## config.mk

```make
export PLATFORM = sky130hd
export DESIGN_NAME = rs232_tx_arbiter
export DESIGN_NICKNAME = d
export VERILOG_FILES = /design/src/rtl/rs232_tx_arbiter.sv
export SDC_FILE = /design/constraint.sdc
export NUM_CORES = 1
export LEC_CHECK = 0
export BUFFER_PORTS_ARGS = -buffer_cell sky130_fd_sc_hd__buf_2
export CAP_MARGIN = 25
export CORE_MARGIN = 10
export CORE_UTILIZATION = 53
export DETAILED_ROUTE_END_ITERATION = 10
export PLACE_DENSITY = 0.83
export REMOVE_ABC_BUFFERS = 1
export SLEW_MARGIN = 20
export SYNTH_ARGS = -nofsm -noshare
export SYNTH_HDL_FRONTEND = slang
export SYNTH_SLANG_ARGS = --single-unit
```

## constraint.sdc

```tcl
create_clock -name clk -period 2.92 [get_ports clk]
set_input_delay 0.292 -clock clk [delete_from_list [all_inputs] [get_ports clk]]
set_output_delay 0.292 -clock clk [all_outputs]
set_load 0.02 [all_outputs]
```

## src/rtl/rs232_tx_arbiter.sv

```systemverilog
// Round-robin arbiter and frame sequencer that shares one RS232 TX line between two byte requesters.
// Bit timing comes from an external baud/bit counter block held cleared while this block is idle.
module rs232_tx_arbiter #(
    parameter int DATA_WIDTH       = 8,
    parameter int PARITY_EN        = 1,
    parameter int ODD_PARITY       = 0,
    parameter int TOTAL_DATA_WIDTH = 11
) (
    input  logic                  clk,
    input  logic                  reset,
    input  logic                  req0_valid,
    input  logic [DATA_WIDTH-1:0] req0_data,
    output logic                  req0_ready,
    input  logic                  req1_valid,
    input  logic [DATA_WIDTH-1:0] req1_data,
    output logic                  req1_ready,
    input  logic                  baud_clock_rising_edge,
    input  logic                  all_bits_transmitted,
    output logic                  reset_counters,
    output logic                  serial_data_out,
    output logic                  busy,
    output logic                  grant_id,
    output logic                  frame_done
);

    localparam logic [0:0] IDLE = 1'b0;
    localparam logic [0:0] SEND = 1'b1;

    logic [0:0]                  state;
    logic [TOTAL_DATA_WIDTH-1:0] shift_reg;
    logic [TOTAL_DATA_WIDTH-1:0] frame;
    logic [DATA_WIDTH-1:0]       win_data;
    logic                        last_grant;
    logic                        winner;
    logic                        accept;
    logic                        parity;

    assign reset_counters = (state == IDLE);
    assign busy           = (state == SEND);

    // last_grant resets to 1 so that requester 0 wins the first tie.
    always_comb begin
        req0_ready = 1'b0;
        req1_ready = 1'b0;
        if (state == IDLE) begin
            if (req0_valid && (!req1_valid || last_grant)) begin
                req0_ready = 1'b1;
            end else if (req1_valid) begin
                req1_ready = 1'b1;
            end
        end
    end

    assign accept   = req0_ready | req1_ready;
    assign winner   = req1_ready;
    assign win_data = req1_ready ? req1_data : req0_data;
    assign parity   = (^win_data) ^ (ODD_PARITY != 0);

    // Frame layout from LSB: start(0), data LSB first, optional parity, stop(1).
    always_comb begin
        frame                 = '1;
        frame[0]              = 1'b0;
        frame[DATA_WIDTH:1]   = win_data;
        if (PARITY_EN != 0) begin
            frame[DATA_WIDTH+1] = parity;
        end
    end

    always_ff @(posedge clk or posedge reset) begin
        if (reset) begin
            state           <= IDLE;
            shift_reg       <= '1;
            serial_data_out <= 1'b1;
            grant_id        <= 1'b0;
            last_grant      <= 1'b1;
            frame_done      <= 1'b0;
        end else begin
            frame_done <= 1'b0;
            case (state)
                IDLE: begin
                    if (accept) begin
                        shift_reg  <= frame;
                        grant_id   <= winner;
                        last_grant <= winner;
                        state      <= SEND;
                    end
                end
                SEND: begin
                    // End of frame wins over a coincident baud edge; the stop level carries into idle.
                    if (all_bits_transmitted) begin
                        frame_done      <= 1'b1;
                        serial_data_out <= 1'b1;
                        state           <= IDLE;
                    end else if (baud_clock_rising_edge) begin
                        serial_data_out <= shift_reg[0];
                        shift_reg       <= {1'b1, shift_reg[TOTAL_DATA_WIDTH-1:1]};
                    end
                end
                default: state <= IDLE;
            endcase
        end
    end

endmodule
```

---- After elaboration in Yosys (flattened, before gate mapping) ----
Cells that the tools add are included.
operators by class
  equality and inequality tests ........... 3
  mux-type cells .......................... 17
  bitwise operators ....................... 2
  reductions and logical operators ........ 8
operators by type and width
  kind                                                   number
  2-to-1 mux 11 bit                                      3
  case mux 11 bit (2 select lines)                       1
  2-to-1 mux 1 bit                                       11
  2-to-1 mux 8 bit                                       1
  XOR reduction 8 bit                                    1
  inequality test 2 bit, second input constant           2
  AND reduction 2 bit                                    2
  AND reduction 3 bit                                    1
  inequality test 2 x 1 -> 1 bit, second input constant  1
  case mux 1 bit (2 select lines)                        1
  nonzero test 2 bit                                     1
  logical AND 1 bit                                      1
  logical NOT 1 bit                                      1
  logical OR 1 bit                                       1
  inverter 1 bit                                         1
  OR 1 bit                                               1
storage, ports and cells
  flip-flop bits (word level) ............. 16
  bits of input ports ..................... 22
  output and inout port bits .............. 7
  logic and storage cells ................. 36

---- Logic depth before layout (Yosys ltp) ----
Gate-level depths: netlist of run 1.
  depth in word-level cells ............... 9
  gate-level depth with buffers ........... 5
  mapped depth without buffers ............ 4

---- Least setup slack after synthesis of run 1 ----
No wires, ideal clock.
  kind .................................... flip-flop to output port
  start ................................... register state, in the netlist busy
  end ..................................... output port req1_ready
  arrival ................................. 1101 ps
  required time ........................... 2628 ps
  slack ................................... 1527 ps
  stages on the path, launching flop included .. 5
  path buffers ............................ 1
  cell sequence ........................... dfrtp_1 nor2b_1 buf_2 nand2_2 inv_1
on the way
  cells in the longest elaborated chain, start to end .. 1
ends and longest elaborated chain
  element                   line  source
  start: declaration        29    logic [0:0] state;
  start signal: assignment  71    state <= IDLE;
  start signal: assignment  85    state <= SEND;
  start signal: assignment  93    state <= IDLE;
  2-to-1 mux 1 bit          45    if (state == IDLE) begin
  end: declaration          16    output logic req1_ready,
Every way passes these cells.

---- Worst setup path in the final report of run 1 ----
Same ends and word-level chain as after synthesis.

==> impl_metrics.tcl, run 1 <==
set metrics [dict create \
    grtUsageTotal_pct 12.1 \
    core-area_mm2 0.00158 \
    tightest_slew_ns 0.600 \
    status "completed" \
    critPathMaxFanout 16 \
    hold_viol 0 \
    drtPass1Iterations 4 \
    finClkSkew_ns 0.00101 \
    power_density_mw_per_mm2 626 \
    die_y_um 61.5 \
    layout_commonest_cell "buf_2" \
    drt_iter0_markers 25 \
    critPathRequiredTime_ns 2.63 \
    grt_pass1_vias 820 \
    cp_slowest_stage_delay_ns 0.55 \
    fin_crit_sh_pct 77.0 \
    final_layout_size_suffix_gt1_share_pct 35.7 \
    wire_per_inst_um 15.9 \
    rsz0062_at_grt "false" \
    worstPathArrival_ns 1.96 \
    netlist.area_leader.share_pct 34.5 \
    ios 29 \
    gp_congestion 0.858 \
    slowest_stage "dfrtp_1" \
    regToRegStartpoint "busy$_DFF_PP0_" \
    finalSetupViolCount 0 \
    cts_buffers 3 \
    n_antenna_cell 0 \
    cts_max_level 1 \
    start_kind "register" \
    dp_cells 138 \
    yosys-top-cells-area "dfstp_2 (34%), xnor2_1 (13%), dfrtp_1 (8.2%)" \
    grt_pass1_wl_um 3530 \
    cts_tree "done" \
    leakage_nw 0.501 \
    place_hpwl_um 1830 \
    fin_util_pct 68.3 \
    finalWirelength_um 2260 \
    post_cts_buffers 0 \
    rows 14 \
    final_max_slew_viol_count 0 \
    gr-total-overflow 0 \
    grt_max_degree 18 \
    period_minus_slack_ns 2.25 \
    ir_drop_uv 317 \
    antenna_found_initial 0 \
    num_vias 812 \
    stdcell_count 142 \
    maxCapViolCount 0 \
    via_per_inst 5.72 \
    cts-resized-gates 0 \
    die_area_mm2 0.00379 \
    synthToLayoutAreaGrowth_pct 17.8 \
    setup.worst_path.start "busy$_DFF_PP0_" \
    port_buffers 28 \
    drtAntennaViolNets 0 \
    synth_top_cell_by_area "dfstp_2" \
    syn_area_um2 915 \
    ys_seq_elements 15 \
    largest_register_ffs 10 \
    clkSinkCount 15 \
    synth_cell_type_count 23 \
    start_util_pct 58.0 \
    clk_latency_ns 0.28 \
    cp-end-kind "primary output" \
    drc 0 \
    ys_warn_count 0 \
    critical_path_class "register to primary output" \
    path_clk_slew_ns 0.09 \
    clock.fmax_ghz 0.445 \
    clock_path_buffers 2 \
    layout.nets 149 \
    postCtsHoldBufs 0 \
    synth-seq-area-share_pct 42.7 \
    final_cell_mix "buf_2 (28), xnor2_1 (14), nor2_1 (12), dfstp_2 (12), nand2_1 (11)" \
    die_w_um 61.5 \
    cts-root-buf "clkbuf_4" \
    worstPathCellList "nor2b_1, nand2_2, inv_1, buf_2" \
    slew_headroom_pct 59.9 \
    syn_inst 98 \
    fill_cells 115 \
    post_synth.cell_area_avg_um2 9.33 \
    hp-class "primary input to asynchronous set/reset pin" \
    fin_tns_setup_ns 0 \
]
## synth_stat cells
cell type	n
nand2_1	11
a31oi_1	1
nand2b_1	2
buf_6	1
o31ai_1	8
buf_2	1
nand2_2	1
dfrtp_1	3
a211oi_1	8
and3_1	9
clkbuf_1	2
inv_1	3
xnor2_1	14
a221oi_2	1
nor2_1	12
o21ai_0	1
a21o_1	1
mux2i_1	1
and2_1	1
nor3_1	1
nor2b_1	2
dfstp_2	12
o22a_1	2
## logic make-up (layout without fill, tap and decap cells)
group	count (synthesis)	count (layout)	share of synthesized area, %
xor+xnor	14	14	13.4
compound gates	22	22	18.7
buf+inv	7	35	3.83
mux	1	1	1.09
simple gates	39	39	20.2
flops	15	15	42.7
## layout make-up
type	count	area, µm²	area share [%]
Sequential cell	15	390	36.2
Multi-Input combinational cell	76	489	45.4
Timing Repair Buffer	28	140	13.0
Inverter	3	11.3	1.05
Tap cell	16	20.0	1.86
Clock buffer	4	26.3	2.44
## report_power, final
| part | internal [mW] | switching, mW |
|---|---|---|
| sequential | 0.299 | 0.0393 |
| combinational | 0.0940 | 0.122 |
| clock | 0.0529 | 0.0670 |
## worst max-delay path: cells and delay by family (launching register included)
| family | cells | cell delay (ns) |
|---|---|---|
| buffers and inverters | 2 | 0.34 |
| DFF | 1 | 0.55 |
| and+or+nand+nor | 2 | 0.79 |
## worst paths after layout
| path | end | slack, ns | cells after the start |
|---|---|---|---|
| min | grant_id$_DFFE_PP0P_ | 0.05 | 2 |
| max in group asynchronous | last_grant$_DFFE_PP1P_ | 2.50 | 2 |
| max reg2reg | shift_reg[5]$_DFFE_PP1P_ | 1.01 | 4 |
| max | req1_ready | 0.67 | 4 |
| min in group clk | last_grant$_DFFE_PP1P_ | 0.22 | 2 |
| min reg2reg | shift_reg[4]$_DFFE_PP1P_ | 0.48 | 2 |
## metal layers
metal / up-vias / part of all wire (%) / track usage, %
li1: 400 / - / -
met1: 379 / 46 / 15.7
met2: 31 / 48 / 19.5
met3: 2 / 4.5 / 1.44
met4: 0 / 1.2 / 5.73
met5: - / 0 / 0
## stage by stage
step	hold WS (ns)	total power [mW]	cell area [µm²]	worst slack (ns)
after floorplan	0.185	0.487	891	1.27
after global placement	0.366	0.547	1050	1.17
after detailed placement	0.374	0.559	1050	1.02
after CTS	0.0692	0.678	1080	0.695
after global routing	0.0739	0.719	1080	0.510
final	0.0538	0.674	1080	0.672
Power figures use the tool's default switching activity.
==> run 2: changes to the inputs <==
- CORE_UTILIZATION: 53 -> 44
- PLACE_DENSITY: 0.83 -> 0.73
- clock period: 2.92 -> 1.8 ns (I/O delays scaled with it)
==> run 2 against run 1 <==
Non-clock buffer count rose by 5. Global-route usage fell by 1.8 points. Register-to-register slack got worse by 0.65 ns. Die area rose by 14%. Combinational power rose by 69%. Hold slack improved by 0.053 ns. Routed wire length fell by 8.7%. Sequential power rose by 60%. Total power rose by 62%. Cell area rose by 5.1%. Sequential share of layout area fell by 1.7 points.
==> impl_metrics.tcl, run 2 (same netlist as run 1, synthesis figures left out) <==
set metrics [dict create \
    status "completed" \
    finalWirelength_um 2070 \
    rsz0062_at_grt "false" \
    hp-class "primary input to register" \
    final_cell_mix "buf_2 (28), xnor2_1 (14), nor2_1 (12), dfstp_2 (12), nand2_1 (11)" \
    slew_headroom_pct 64.2 \
    post_cts_buffers 0 \
    n_antenna_cell 0 \
    tightest_slew_ns 0.537 \
    highest_layer "met4" \
    grt_pass1_wl_um 3570 \
    finalSetupViolCount 0 \
    post-place-ws_ns 0.366 \
    path_clk_slew_ns 0.08 \
    clkSinkCount 15 \
    power_density_mw_per_mm2 964 \
    multiInputGateArea_um2 489 \
    start_util_pct 46.6 \
    critPathMaxFanout 11 \
    wl_met3_um 114 \
    setup_ws_ns 0.163 \
    drc 0 \
    stdcell_count 158 \
    num_vias 806 \
    fill_cells 204 \
    port_buffers 28 \
    slowest_stage "dfrtp_2" \
    fin_util_pct 57.7 \
    die_w_um 65.6 \
    fin_crit_sh_pct 91.0 \
    layout.nets 154 \
    hp-start "req0_valid" \
    cts_tree "done" \
    gr-total-overflow 0 \
    final_max_slew_viol_count 0 \
    layout_commonest_cell "buf_2" \
    seqCellArea_um2 392 \
    die_y_um 65.6 \
    rows 16 \
    clock.fmax_ghz 0.611 \
    leakage_nw 0.524 \
    cts_buffers 3 \
    start_kind "register" \
    cts-root-buf "clkbuf_4" \
    place_hpwl_um 1750 \
    final_layout_size_suffix_gt1_share_pct 38.2 \
    worstPathArrival_ns 1.46 \
    cp_slowest_stage_delay_ns 0.46 \
    drt_iter0_markers 22 \
    clk_latency_ns 0.28 \
    drtPass1Iterations 4 \
    critPathRequiredTime_ns 1.62 \
    antenna_found_initial 0 \
    hold_end "last_grant$_DFFE_PP1P_" \
    via_per_inst 5.10 \
    clock_path_buffers 2 \
    r2r_slack_ns 0.36 \
    dp_cells 153 \
    period_minus_slack_ns 1.64 \
    die_area_mm2 0.00430 \
    core-area_mm2 0.00196 \
    drtAntennaViolNets 0 \
    ir_drop_uv 398 \
    regToRegStartpoint "last_grant$_DFFE_PP1P_" \
    reg2reg_to "shift_reg[5]$_DFFE_PP1P_" \
    grt_pass1_vias 826 \
    whs_ns 0.106 \
    cts_max_level 1 \
    gp_congestion 0.759 \
    r2r_cells 4 \
    ios 29 \
    routedLengthMet1_um 956 \
    worstPathCellList "nor2b_1, buf_4, nand2_2, inv_1, buf_2" \
    hold_viol 0 \
    hold_depth 2 \
    critical_path_class "register to primary output" \
    wire_per_inst_um 13.1 \
    synthToLayoutAreaGrowth_pct 23.8 \
    wl_met2_um 951 \
    largest_register_ffs 10 \
    grt_max_degree 18 \
    fin_tns_setup_ns 0 \
    finClkSkew_ns 0.00208 \
    maxCapViolCount 0 \
    grtUsageTotal_pct 10.3 \
    cp-end-kind "primary output" \
]
==> run 2: changes by cell type in the layout (fill, tap and decap cells not counted), sizes merged <==
cell         delta
buf             +4
dlygate4sd3     +1
==> run 2: what timing repair did <==
item                                    in CTS  in global routing
gates resized for setup                      0                  1
endpoints found under the hold margin        3                  0
endpoints found under the setup margin       0                  1
hold buffers                                 1                  0
==> run 2: area by class of cell <==
type                    instances  share of cell area, %
multi-input cells              76                   43.2
flip-flops and latches         15                   34.6
repair buffers                 33                   15.9
well taps                      27                   2.98
clock buffers                   4                   2.32
inverters                       3                  0.994
==> run 2: worst max path at each step <==
| stage | startpoint | to | slack, ns | depth (start not counted) |
|---|---|---|---|---|
| after floorplan | busy$_DFF_PP0_ | shift_reg[9]$_DFFE_PP1P_ | 0.15 | 3 |
| after global placement | last_grant$_DFFE_PP1P_ | shift_reg[5]$_DFFE_PP1P_ | 0.39 | 4 |
| after detailed placement | last_grant$_DFFE_PP1P_ | shift_reg[5]$_DFFE_PP1P_ | 0.37 | 4 |
| after CTS | busy$_DFF_PP0_ | req1_ready | 0.13 | 5 |
| after global routing | busy$_DFF_PP0_ | req1_ready | 0.02 | 5 |
| final | busy$_DFF_PP0_ | req1_ready | 0.16 | 5 |
==> run 2: through the flow <==
step                power [mW]  cell area, µm²
floorplan                0.790             891
global placement         0.901            1090
detailed placement       0.913            1090
CTS                       1.11            1130
global route              1.17            1130
finish                    1.09            1130
==> run 2: critical path: cells and delay by family, from the launching register on <==
family                 cells  cell delay, ns
AND/OR/NAND/NOR            2            0.25
flip-flops                 1            0.46
buffers and inverters      3            0.47
==> run 2: power breakdown <==
part	total [mW]	switching (mW)	internal [mW]
Sequential	0.541	0.0556	0.486
Combinational	0.364	0.198	0.166
Clock	0.186	0.100	0.0860
Total	1.09	0.354	0.738
==> run 2: layer usage <==
| layer | vias up | global-route usage [%] |
|---|---|---|
| li1 | 411 | - |
| met1 | 365 | 12.1 |
| met2 | 26 | 16.2 |
| met3 | 4 | 2.37 |
| met4 | 0 | 6.95 |
| met5 | - | 0 |
==> run 3: changes to the inputs <==
- BUFFER_PORTS_ARGS: -buffer_cell sky130_fd_sc_hd__buf_2 -> unset
- CORE_UTILIZATION: 44 -> 54
- DONT_BUFFER_PORTS: unset -> 1
- PLACE_DENSITY: 0.73 -> 0.72
==> run 3 against run 2 <==
Clock skew up 0.0084 ns. First-iteration DRC count up 32%. Routed wire length up 4.4%. Sequential power up 4.4%. Final cell count down 23%. Die area down 13%. Via count down 8.6%. Global-route usage up 2.5 points. Critical path type unchanged. Largest power group unchanged.
==> impl_metrics.tcl, run 3 (same netlist as run 1, synthesis figures left out) <==
set metrics [dict create \
    status "completed" \
    whs_ns 0.0206 \
    clkSinkCount 15 \
    p_sw_share_pct 33.2 \
    die_y_um 61.2 \
    maxCapViolCount 0 \
    layout.nets 129 \
    drt_iter0_markers 29 \
    num_vias 737 \
    die_area_mm2 0.00374 \
    critical_path_class "register to primary output" \
    final_layout_size_suffix_gt1_share_pct 22.6 \
    cp-end-kind "primary output" \
    internal_power_mw 0.716 \
    largest_register_ffs 10 \
    clock.fmax_ghz 0.587 \
    port_buffers 0 \
    ir_drop_uv 565 \
    period_minus_slack_ns 1.70 \
    stdcell_count 122 \
    grt_max_degree 16 \
    start_kind "register" \
    synthToLayoutAreaGrowth_pct 9.99 \
    cts_tree "done" \
    post_cts_buffers 0 \
    drtPass1Iterations 5 \
    clk_latency_ns 0.29 \
    fin_tns_setup_ns 0 \
    slew_headroom_pct 62.8 \
    finalSetupViolCount 0 \
    layout_commonest_cell "xnor2_1" \
    finalInstanceArea_mm2 0.00101 \
    slowest_stage "dfrtp_1" \
    place_hpwl_um 1690 \
    leakage_nw 0.420 \
    drc 0 \
    hold_viol 0 \
    rsz0062_at_grt "false" \
    power_frac_clock_pct 18.3 \
    rows 14 \
    gp_congestion 0.827 \
    hp-class "primary input to register" \
    crit_path_frequent_cell "buf_4" \
    grt_pass1_wl_um 3510 \
    tightest_slew_ns 0.558 \
    cts_buffers 3 \
    finalWirelength_um 2160 \
    clock_path_buffers 2 \
    power.total_mw 1.07 \
    placed_cell_area_um2 956 \
    antenna_found_initial 0 \
    power_density_mw_per_mm2 1070 \
    via_per_inst 6.04 \
    p_seq_share_pct 52.7 \
    grtUsageTotal_pct 12.8 \
    wire_per_inst_um 17.7 \
    gr-total-overflow 0 \
    dp_cells 116 \
    drtAntennaViolNets 0 \
    critPathRequiredTime_ns 1.62 \
    cts_max_level 1 \
    p_comb_share_pct 29.0 \
    switching_power_mw 0.355 \
    worstPathArrival_ns 1.52 \
    grt_pass1_vias 708 \
    fin_crit_sh_pct 94.6 \
    critPathMaxFanout 8 \
    cts-root-buf "clkbuf_4" \
    final_cell_mix "xnor2_1 (14), nor2_1 (12), dfstp_2 (12)" \
    finClkSkew_ns 0.0104 \
    worstPathCellList "buf_4, clkinvlp_4, and3_1, buf_4" \
    final_max_slew_viol_count 0 \
    core-area_mm2 0.00156 \
    ios 29 \
    start_util_pct 58.7 \
    path_clk_slew_ns 0.08 \
    n_antenna_cell 0 \
    cp_slowest_stage_delay_ns 0.47 \
    die_w_um 61.2 \
]
-- run 3: worst paths after layout --
| check | from | end | slack (ns) | cells after the start |
|---|---|---|---|---|
| hold / removal | all_bits_transmitted | serial_data_out$_DFFE_PP1P_ | 0.02 | 1 |
| hold reg to reg | shift_reg[2]$_DFFE_PP1P_ | shift_reg[2]$_DFFE_PP1P_ | 0.48 | 2 |
| setup reg to reg | last_grant$_DFFE_PP1P_ | shift_reg[9]$_DFFE_PP1P_ | 0.33 | 4 |
| max in group asynchronous | reset | last_grant$_DFFE_PP1P_ | 1.05 | 2 |
| setup / recovery | busy$_DFF_PP0_ | req0_ready | 0.1 | 4 |
| min in group asynchronous | reset | frame_done$_DFF_PP0_ | 0.38 | 2 |
-- run 3: metal layers --
metal / global-route usage [%] / vias to the layer above / wire [µm]
li1: - / 357 / -
met1: 16.3 / 340 / 940
met2: 17.2 / 35 / 936
met3: 6.38 / 5 / 245
met4: 6.51 / 0 / 37
met5: 0 / - / 0
-- run 3: power groups by stage --
stage | logic, mW | registers [mW] | clock network (mW)
after floorplan | 0.235 | 0.555 | 0
after global placement | 0.305 | 0.572 | 0
after detailed placement | 0.307 | 0.570 | 0
after CTS | 0.312 | 0.565 | 0.196
after global routing | 0.350 | 0.581 | 0.218
final | 0.311 | 0.565 | 0.196
-- run 3: metrics by stage --
stage / setup WS, ns / utilization, %
after floorplan: 0.152 / -
after global placement: 0.345 / 61.3
after CTS: 0.0838 / 64.3
after global routing: 0.00210 / 64.5
final: 0.0969 / 64.5
after detailed placement: 0.334 / 61.3
-- run 3: worst max-delay path: cells and delay by family, from the launching register on --
family	cells	cell delay, ns
and+or+nand+nor	1	0.24
DFF	1	0.47
buffers and inverters	3	0.54
-- run 3: cell type report --
type / count / area (µm²)
repair buffers: 8 / 65.1
clock buffers: 4 / 26.3
multi-input cells: 76 / 489
flip-flops and latches: 15 / 390
well taps: 16 / 20.0
fillers: 125 / 553
inverters: 3 / 15.0
-- run 3: repair_timing --
| item | in CTS | in global routing |
|---|---|---|
| endpoints found under the hold margin | 4 | 0 |
| gates resized for setup | 0 | 1 |
| setup endpoints to repair | 0 | 1 |
| hold buffers | 2 | 0 |
